$ cat src/rtl/sadd_pkg.sv
// Shared types and defaults for the sadd word-level controller.
// Optional macro honoured by the users of this package: SADD_WORD_CTRL_CARRY_EN.
package sadd_pkg;

  localparam int unsigned SADD_WIDTH = 8;

  typedef enum logic [1:0] {
    ST_IDLE  = 2'd0,
    ST_CLR   = 2'd1,
    ST_SHIFT = 2'd2,
    ST_DONE  = 2'd3
  } state_t;

endpackage

$ cat src/rtl/sadd_word_ctrl_if.sv
// Parallel request/result bus of sadd_word_ctrl.
// SADD_WORD_CTRL_CARRY_EN adds the cout result bit.
interface sadd_word_ctrl_if
  import sadd_pkg::*;
#(
  parameter int unsigned WIDTH = SADD_WIDTH
);

  logic             start;
  logic [WIDTH-1:0] a;
  logic [WIDTH-1:0] b;
  logic             busy;
  logic             done;
  logic [WIDTH-1:0] sum;
`ifdef SADD_WORD_CTRL_CARRY_EN
  logic             cout;

  modport master (output start, a, b, input busy, done, sum, cout);
  modport slave  (input start, a, b, output busy, done, sum, cout);
`else
  modport master (output start, a, b, input busy, done, sum);
  modport slave  (input start, a, b, output busy, done, sum);
`endif

endinterface

$ cat src/rtl/sadd_shreg.sv
// Parallel-load, right-shift register; serial input enters at the MSB.
module sadd_shreg
  import sadd_pkg::*;
#(
  parameter int unsigned WIDTH = SADD_WIDTH
) (
  input  logic             clk,
  input  logic             rst,
  input  logic             load,
  input  logic             shift,
  input  logic             sin,
  input  logic [WIDTH-1:0] d,
  output logic [WIDTH-1:0] q
);

  always_ff @(posedge clk or posedge rst) begin
    if (rst) begin
      q <= '0;
    end else if (load) begin
      q <= d;
    end else if (shift) begin
      q <= {sin, q[WIDTH-1:1]};
    end
  end

endmodule

$ cat src/rtl/sadd_word_ctrl.sv
// Word-level front end for the bit-serial adder sadd: serialises a/b LSB-first,
// gathers the serial sum. SADD_WORD_CTRL_CARRY_EN adds one carry-capture cycle and cout.
module sadd_word_ctrl
  import sadd_pkg::*;
#(
  parameter  int unsigned WIDTH = SADD_WIDTH,
  localparam int unsigned CNT_W = $clog2(WIDTH + 1)
) (
  input  logic                   clk,
  input  logic                   rst,
  sadd_word_ctrl_if.slave        bus,
  output logic                   sadd_x,
  output logic                   sadd_y,
  output logic                   sadd_rst_b,
  input  logic                   sadd_s
);

`ifdef SADD_WORD_CTRL_CARRY_EN
  localparam logic [CNT_W-1:0] LAST_CNT = CNT_W'(WIDTH);
`else
  localparam logic [CNT_W-1:0] LAST_CNT = CNT_W'(WIDTH - 1);
`endif

  state_t           state, state_nxt;
  logic [CNT_W-1:0] cnt;
  logic [WIDTH-1:0] a_q, b_q, sum_sr, sum_r;
  logic             start_ok, shifting, last, sum_shift;
  logic             unused_ok;

  assign start_ok = (state == ST_IDLE) && bus.start;
  assign shifting = (state == ST_SHIFT);
  assign last     = shifting && (cnt == LAST_CNT);

`ifdef SADD_WORD_CTRL_CARRY_EN
  // The extra cycle carries the adder's carry-out; keep it out of the sum word.
  assign sum_shift = shifting && (cnt != LAST_CNT);
  assign unused_ok = ^{a_q[WIDTH-1:1], b_q[WIDTH-1:1]};
`else
  assign sum_shift = shifting;
  assign unused_ok = ^{a_q[WIDTH-1:1], b_q[WIDTH-1:1], sum_sr[0]};
`endif

  always_ff @(posedge clk or posedge rst) begin
    if (rst) begin
      state <= ST_IDLE;
    end else begin
      state <= state_nxt;
    end
  end

  always_comb begin
    state_nxt  = state;
    bus.busy   = (state != ST_IDLE);
    bus.done   = (state == ST_DONE);
    sadd_x     = shifting & a_q[0];
    sadd_y     = shifting & b_q[0];
    sadd_rst_b = ~(rst | (state == ST_CLR));
    unique case (state)
      ST_IDLE:  if (bus.start) state_nxt = ST_CLR;
      ST_CLR:   state_nxt = ST_SHIFT;
      ST_SHIFT: if (cnt == LAST_CNT) state_nxt = ST_DONE;
      ST_DONE:  state_nxt = ST_IDLE;
      default:  state_nxt = ST_IDLE;
    endcase
  end

  always_ff @(posedge clk or posedge rst) begin
    if (rst) begin
      cnt <= '0;
    end else if (state == ST_CLR) begin
      cnt <= '0;
    end else if (shifting) begin
      cnt <= cnt + 1'b1;
    end
  end

`ifdef SADD_WORD_CTRL_CARRY_EN
  always_ff @(posedge clk or posedge rst) begin
    if (rst) begin
      sum_r    <= '0;
      bus.cout <= 1'b0;
    end else if (last) begin
      sum_r    <= sum_sr;
      bus.cout <= sadd_s;
    end
  end
`else
  // Result takes the shift register's next value so the last serial bit lands with it.
  always_ff @(posedge clk or posedge rst) begin
    if (rst) begin
      sum_r <= '0;
    end else if (last) begin
      sum_r <= {sadd_s, sum_sr[WIDTH-1:1]};
    end
  end
`endif

  assign bus.sum = sum_r;

  sadd_shreg #(.WIDTH(WIDTH)) u_a_sr (
    .clk   (clk),
    .rst   (rst),
    .load  (start_ok),
    .shift (shifting),
    .sin   (1'b0),
    .d     (bus.a),
    .q     (a_q)
  );

  sadd_shreg #(.WIDTH(WIDTH)) u_b_sr (
    .clk   (clk),
    .rst   (rst),
    .load  (start_ok),
    .shift (shifting),
    .sin   (1'b0),
    .d     (bus.b),
    .q     (b_q)
  );

  sadd_shreg #(.WIDTH(WIDTH)) u_sum_sr (
    .clk   (clk),
    .rst   (rst),
    .load  (1'b0),
    .shift (sum_shift),
    .sin   (sadd_s),
    .d     ('0),
    .q     (sum_sr)
  );

endmodule

$ cat src/flat_wrapper.sv
// flat-port wrapper written by rule: the top's interface ports become plain ports
module sadd_word_ctrl_flat import sadd_pkg::*;
#(
  parameter  int unsigned WIDTH = SADD_WIDTH,
  localparam int unsigned CNT_W = $clog2(WIDTH + 1)
)
  (clk, rst, sadd_x, sadd_y, sadd_rst_b, sadd_s, bus_start, bus_a, bus_b, bus_busy, bus_done, bus_sum);
  sadd_word_ctrl_if #(.WIDTH(WIDTH)) bus_i ();
  input  logic clk;
  input  logic rst;
  output logic sadd_x;
  output logic sadd_y;
  output logic sadd_rst_b;
  input  logic sadd_s;
  input wire logic [$bits(bus_i.start)-1:0] bus_start;
  input wire logic [$bits(bus_i.a)-1:0] bus_a;
  input wire logic [$bits(bus_i.b)-1:0] bus_b;
  output wire logic [$bits(bus_i.busy)-1:0] bus_busy;
  output wire logic [$bits(bus_i.done)-1:0] bus_done;
  output wire logic [$bits(bus_i.sum)-1:0] bus_sum;
  assign bus_i.start = bus_start;
  assign bus_i.a = bus_a;
  assign bus_i.b = bus_b;
  assign bus_busy = bus_i.busy;
  assign bus_done = bus_i.done;
  assign bus_sum = bus_i.sum;
  sadd_word_ctrl #(.WIDTH(WIDTH)) u_core (.clk(clk), .rst(rst), .bus(bus_i), .sadd_x(sadd_x), .sadd_y(sadd_y), .sadd_rst_b(sadd_rst_b), .sadd_s(sadd_s));
endmodule
$ cat config.mk
export PLATFORM = sky130hd
export DESIGN_NAME = sadd_word_ctrl_flat
export DESIGN_NICKNAME = d
export VERILOG_FILES = /design/src/rtl/sadd_pkg.sv /design/src/rtl/sadd_word_ctrl_if.sv /design/src/rtl/sadd_shreg.sv /design/src/rtl/sadd_word_ctrl.sv /design/src/flat_wrapper.sv
export SDC_FILE = /design/constraint.sdc
export NUM_CORES = 1
export LEC_CHECK = 0
export CAP_MARGIN = 20
export CORE_AREA = 3 3 65 67
export DETAILED_ROUTE_END_ITERATION = 12
export DIE_AREA = 0 0 68 70
export GPL_TIMING_DRIVEN = 1
export PLACE_DENSITY = 0.8
export SLEW_MARGIN = 15
export SYNTH_ARGS = -nofsm -noshare
export SYNTH_HDL_FRONTEND = slang
export SYNTH_SLANG_ARGS = --single-unit
export TNS_END_PERCENT = 50
$ cat constraint.sdc
create_clock -name clk -period 1.5 [get_ports clk]
set_clock_uncertainty 0.1 [all_clocks]
set_input_delay 0.15 -clock clk [delete_from_list [all_inputs] [get_ports clk]]
set_output_delay 0.15 -clock clk [all_outputs]
set_load 0.1 [all_outputs]
# Yosys cells after proc, flatten, opt, wreduce, memory -nomap -nowiden
# Index checks and enable logic that the tools add are counted.
# classes
muxes	9
n_reduce_logical	7
bitwise_logic	4
addsub	1
n_eq_ne	6
# ops
operator	n
2-to-1 mux 8 bit	4
2-to-1 mux 4 bit	2
case mux 2 bit (4 select lines)	1
nonzero test 2 bit	3
adder 4 x 1 -> 4 bit (second input constant)	1
== test 2 bit (second input constant)	2
== test 4 x 3 -> 1 bit (second input constant)	1
2-to-1 mux 2 bit	2
inequality test 2 bit (second input constant)	2
AND 1 bit	2
== test 2 x 1 -> 1 bit (second input constant)	1
logical AND 1 bit	2
zero test 2 bit	1
AND reduction 2 bit	1
inverter 1 bit	1
bitwise OR 1 bit	1
# totals
regBits	38
in_bits	20
output_inout_bits	13
elab_cells	33

# Longest topological paths before layout
# logic_depth
ltp_word	3
ltp_mapped	7
depth_no_buf	5

# Cells and area by module
# A second synthesis with hierarchy kept.
# hier_totals
hier_cells	163
area_unflattened_um2	1850.5
# modules_own_cells
mod	n_inst	cells_per_inst	area_each_um2	seq_area_each_um2
sadd_shreg	3	35	376.6	200.2
sadd_word_ctrl	1	58	720.7	350.3

# Worst setup path before layout
# No wires, ideal clock.
# synth_path
path_kind	reg2out
startpoint	register u_core.state[1]
endpoint	output sadd_rst_b
required_ns	1.250
t_arrival_ns	1.921
path_stages_with_launch	4
n_path_buf	0
slack_ns	-0.671
cell_sequence	dfrtp_1 -> inv_1 -> ha_1 -> nor2_1
# synth_between
elab_chain_cells	3
# synth_lines
element	line	rtl
from (decl)	sadd_word_ctrl.sv:24	state_t state, state_nxt;
from (signal assigned)	sadd_word_ctrl.sv:47	state <= state_nxt;
== test 2 x 1 -> 1 bit	sadd_word_ctrl.sv:57	sadd_rst_b = ~(rst | (state == ST_CLR));
bitwise OR 1 bit	sadd_word_ctrl.sv:57	
inverter 1 bit	sadd_word_ctrl.sv:57	
to (decl)	flat_wrapper.sv:13	output logic sadd_rst_b;
# No other way between the ends.

# Worst setup path after layout
# layout_path
startpoint	register u_core.state[1]
endpoint	output sadd_y
# layout_between
elab_chain_cells	2
# layout_lines
element	line	rtl
== test 2 bit	sadd_word_ctrl.sv:31	assign shifting = (state == ST_SHIFT);
AND 1 bit	sadd_word_ctrl.sv:56	sadd_y = shifting & b_q[0];
to (decl)	flat_wrapper.sv:12	output logic sadd_y;
# No other way between the ends.

==> results_dict.tcl <==
set metrics [dict create \
    outcome "complete, but fails checks" \
    violations "negative setup slack" \
    first_iter_violations 32 \
    required_ns 1.25 \
    ctsHoldBuffers 0 \
    period_needed_ns 1.61 \
    final_antenna_net_count 0 \
    worst_slack_ns -0.105 \
    max_freq_mhz 623 \
    final-hold-violation-count 0 \
    cts_inserted_buffers 5 \
    initial_core_util 0.457 \
    startpoint_type "register" \
    syn_area_per_cell_um2 12.0 \
    synth_cell_types 23 \
    rows 22 \
    critical_path_peak_fanout 3 \
    ys_seq_area_frac 0.549 \
    grt_pass1_vias 1330 \
    grt_max_degree 38 \
    ys_warn_count 0 \
    die_w_um 68 \
    cts_max_path_buffers 2 \
    hold-worst-slack_ns 0.198 \
    cts_root_buf "clkbuf_8" \
    min_period_over_period 1.07 \
    cts_tree "built" \
    postLayoutCellArea_mm2 0.00250 \
    grt_first_pass_wirelength_mm 6.19 \
    hold_path.class "in -> async" \
    clkTransAtPathRegs_ns 0.07 \
    drt_first_pass_iters 4 \
    viasPerCell 5.10 \
    dp_slack_ns -0.167 \
    final_net_count 213 \
    antennaDiodeCount 0 \
    fp.coreArea_mm2 0.00369 \
    finalWirelength_mm 3.53 \
    placed_cell_area_mm2 0.00226 \
    synthTopCellsByArea "dfrtp_1 (55%), mux2_2 (11%), mux2i_1 (8.9%)" \
    cp.arrival_ns 1.36 \
    tightest_slew_ns 0.290 \
    path_class "reg -> out" \
    rsz0062_at_grt "true" \
    fill_cells 285 \
    synth_top_area_cell "dfrtp_1" \
    gp_congestion 0.780 \
    insertion_delay_ns 0.29 \
    cp_top_family "flip-flops" \
    synth_top_area_share 0.549 \
    r2r-end "u_core.bus.sum[3]$_DFFE_PP0P_" \
    r2r_start "u_core.state[1]$_DFFE_PP0P_" \
    port_buffers 32 \
    cpPeakStageDelay_ns 0.45 \
    ios 33 \
    drv_slew 0 \
    grt_usage 0.173 \
    cp_num_buf_inv 2 \
    worst_path_max_delay_cell "dfrtp_2" \
    syn_nets 166 \
    dpl.cell_count 222 \
    maxSlewHeadroom 0.806 \
    finalNonFillerCells 236 \
    vias 1203 \
    layout-drive-gt1-share 0.372 \
    area_delta_synth_final_pct 48.3 \
    regArea_um2 927 \
    antenna_found_initial 0 \
    syn_area_mm2 0.00169 \
    cp-end-kind "output pin" \
    clock-sinks 37 \
    ys_seq_elements 37 \
    r2r_slack_ns -0.10 \
    die_area_mm2 0.00476 \
    drc 0 \
    multi_input_area_um2 787 \
    drv_cap 0 \
    dp_hpwl_mm 2.41 \
    cp_cell_sequence "ha_4 -> buf_6 -> and2_4 -> buf_12" \
    die_h_um 70 \
    setup_viol 12 \
    rr_worst_depth 5 \
    synth_cells 140 \
    wire_per_inst_um 15.0 \
    htree_levels 2 \
    grt.overflow.total 0 \
]
tightest hold or removal path, stage by stage:
cell and delay (ns):
clkdlybuf4s50_1 0.46, inv_1 0.12, buf_12 0.22
layout by cell type, fill, tap and decap left out, types with 2 or more instances in the layout:
cell type        synthesis  routed
clkbuf_8                 0       5
mux2_4                   0       3
clkinv_2                 0       2
o21ai_0                 20      15
inv_2                    0       3
nand2_1                 18      18
mux2i_1                 15      14
clkdlybuf4s50_1          0      19
mux2_2                  16      13
o21ai_1                  0       4
buf_12                   0      16
nand2b_1                 2       2
buf_6                    2       5
ha_4                     0       3
ha_1                     6       2
and2_4                   0       3
inv_1                    5       2
buf_4                    1       7
dfrtp_1                 37      36
synthesized netlist by cell type:
cell type / instances
a21oi_1: 1
dfrtp_1: 37
inv_1: 5
nand4b_4: 1
nand3b_1: 1
clkbuf_1: 1
nand2b_1: 2
ha_1: 6
buf_6: 2
clkbuf_2: 1
nor2b_1: 2
buf_4: 1
a31oi_1: 1
mux2i_1: 15
buf_2: 2
nand4_1: 1
nand2_1: 18
o21ai_0: 20
and2_1: 3
mux2_2: 16
a22o_1: 1
o32a_1: 1
nor2_1: 2
metal layers:
metal	part of all wire	up-vias	routed length, um	track usage
li1	-	573	-	-
met1	0.41	583	1440	0.199
met2	0.52	40	1850	0.294
met3	0.052	7	185	0.0531
met4	0.015	0	53	0.0640
met5	0	-	0	0
worst max-delay path by stage:
stage	slack, ns	cells after the start	startpoint	endpoint
after CTS	-0.12	4	u_core.state[1]$_DFFE_PP0P_	sadd_y
after global routing	-0.15	4	u_core.state[1]$_DFFE_PP0P_	sadd_y
after global placement	0.006	6	u_core.state[0]$_DFFE_PP0P_	u_core.u_b_sr.q[3]$_DFFE_PP0P_
final	-0.11	4	u_core.state[1]$_DFFE_PP0P_	sadd_y
after detailed placement	-0.17	6	u_core.state[0]$_DFFE_PP0P_	u_core.cnt[2]$_DFFE_PP0P_
after floorplan	-0.17	5	u_core.state[0]$_DFFE_PP0P_	sadd_y
stage by stage:
step           setup TNS (ns)  utilization
2_1_floorplan          -0.335            -
3_3_place_gp                0        0.613
3_5_place_dp           -0.521        0.613
4_1_cts                -0.287        0.663
5_1_grt                 -2.11        0.677
6_report               -0.853        0.677
state kept, by name, indices dropped and copies added (netlist names):
register	flops
u_core.state	2
u_core.u_sum_sr.q	7
u_core.u_a_sr.q	8
u_core.cnt	4
u_core.bus.sum	8
u_core.u_b_sr.q	8
timing repair:
action / CTS / global route
setup buffers: 5 / 1
setup endpoints to repair: 30 / 32
pin swaps: 3 / 3
gates resized for setup: 17 / 16
area by class of cell:
type,instances,area share
flip-flops and latches,37,0.371
multi-input cells,91,0.315
repair buffers,47,0.248
clock buffers,5,0.0275
well taps,48,0.0240
inverters,5,0.00751
clock inverters,3,0.00701
cells by family (layout without fill, tap and decap cells):
family / after synthesis / count (layout) / synth area share
AOI/OAI and AO/OA: 24 / 24 / 0.0772
adders and majority gates: 6 / 6 / 0.0445
buffers and inverters: 12 / 60 / 0.0401
DFF: 37 / 37 / 0.549
muxes: 31 / 31 / 0.196
and+or+nand+nor: 30 / 30 / 0.0928
Power is left out: the tool's default activity adds up to more than one toggle a clock period on the data nets, which glitch-free logic cannot reach.
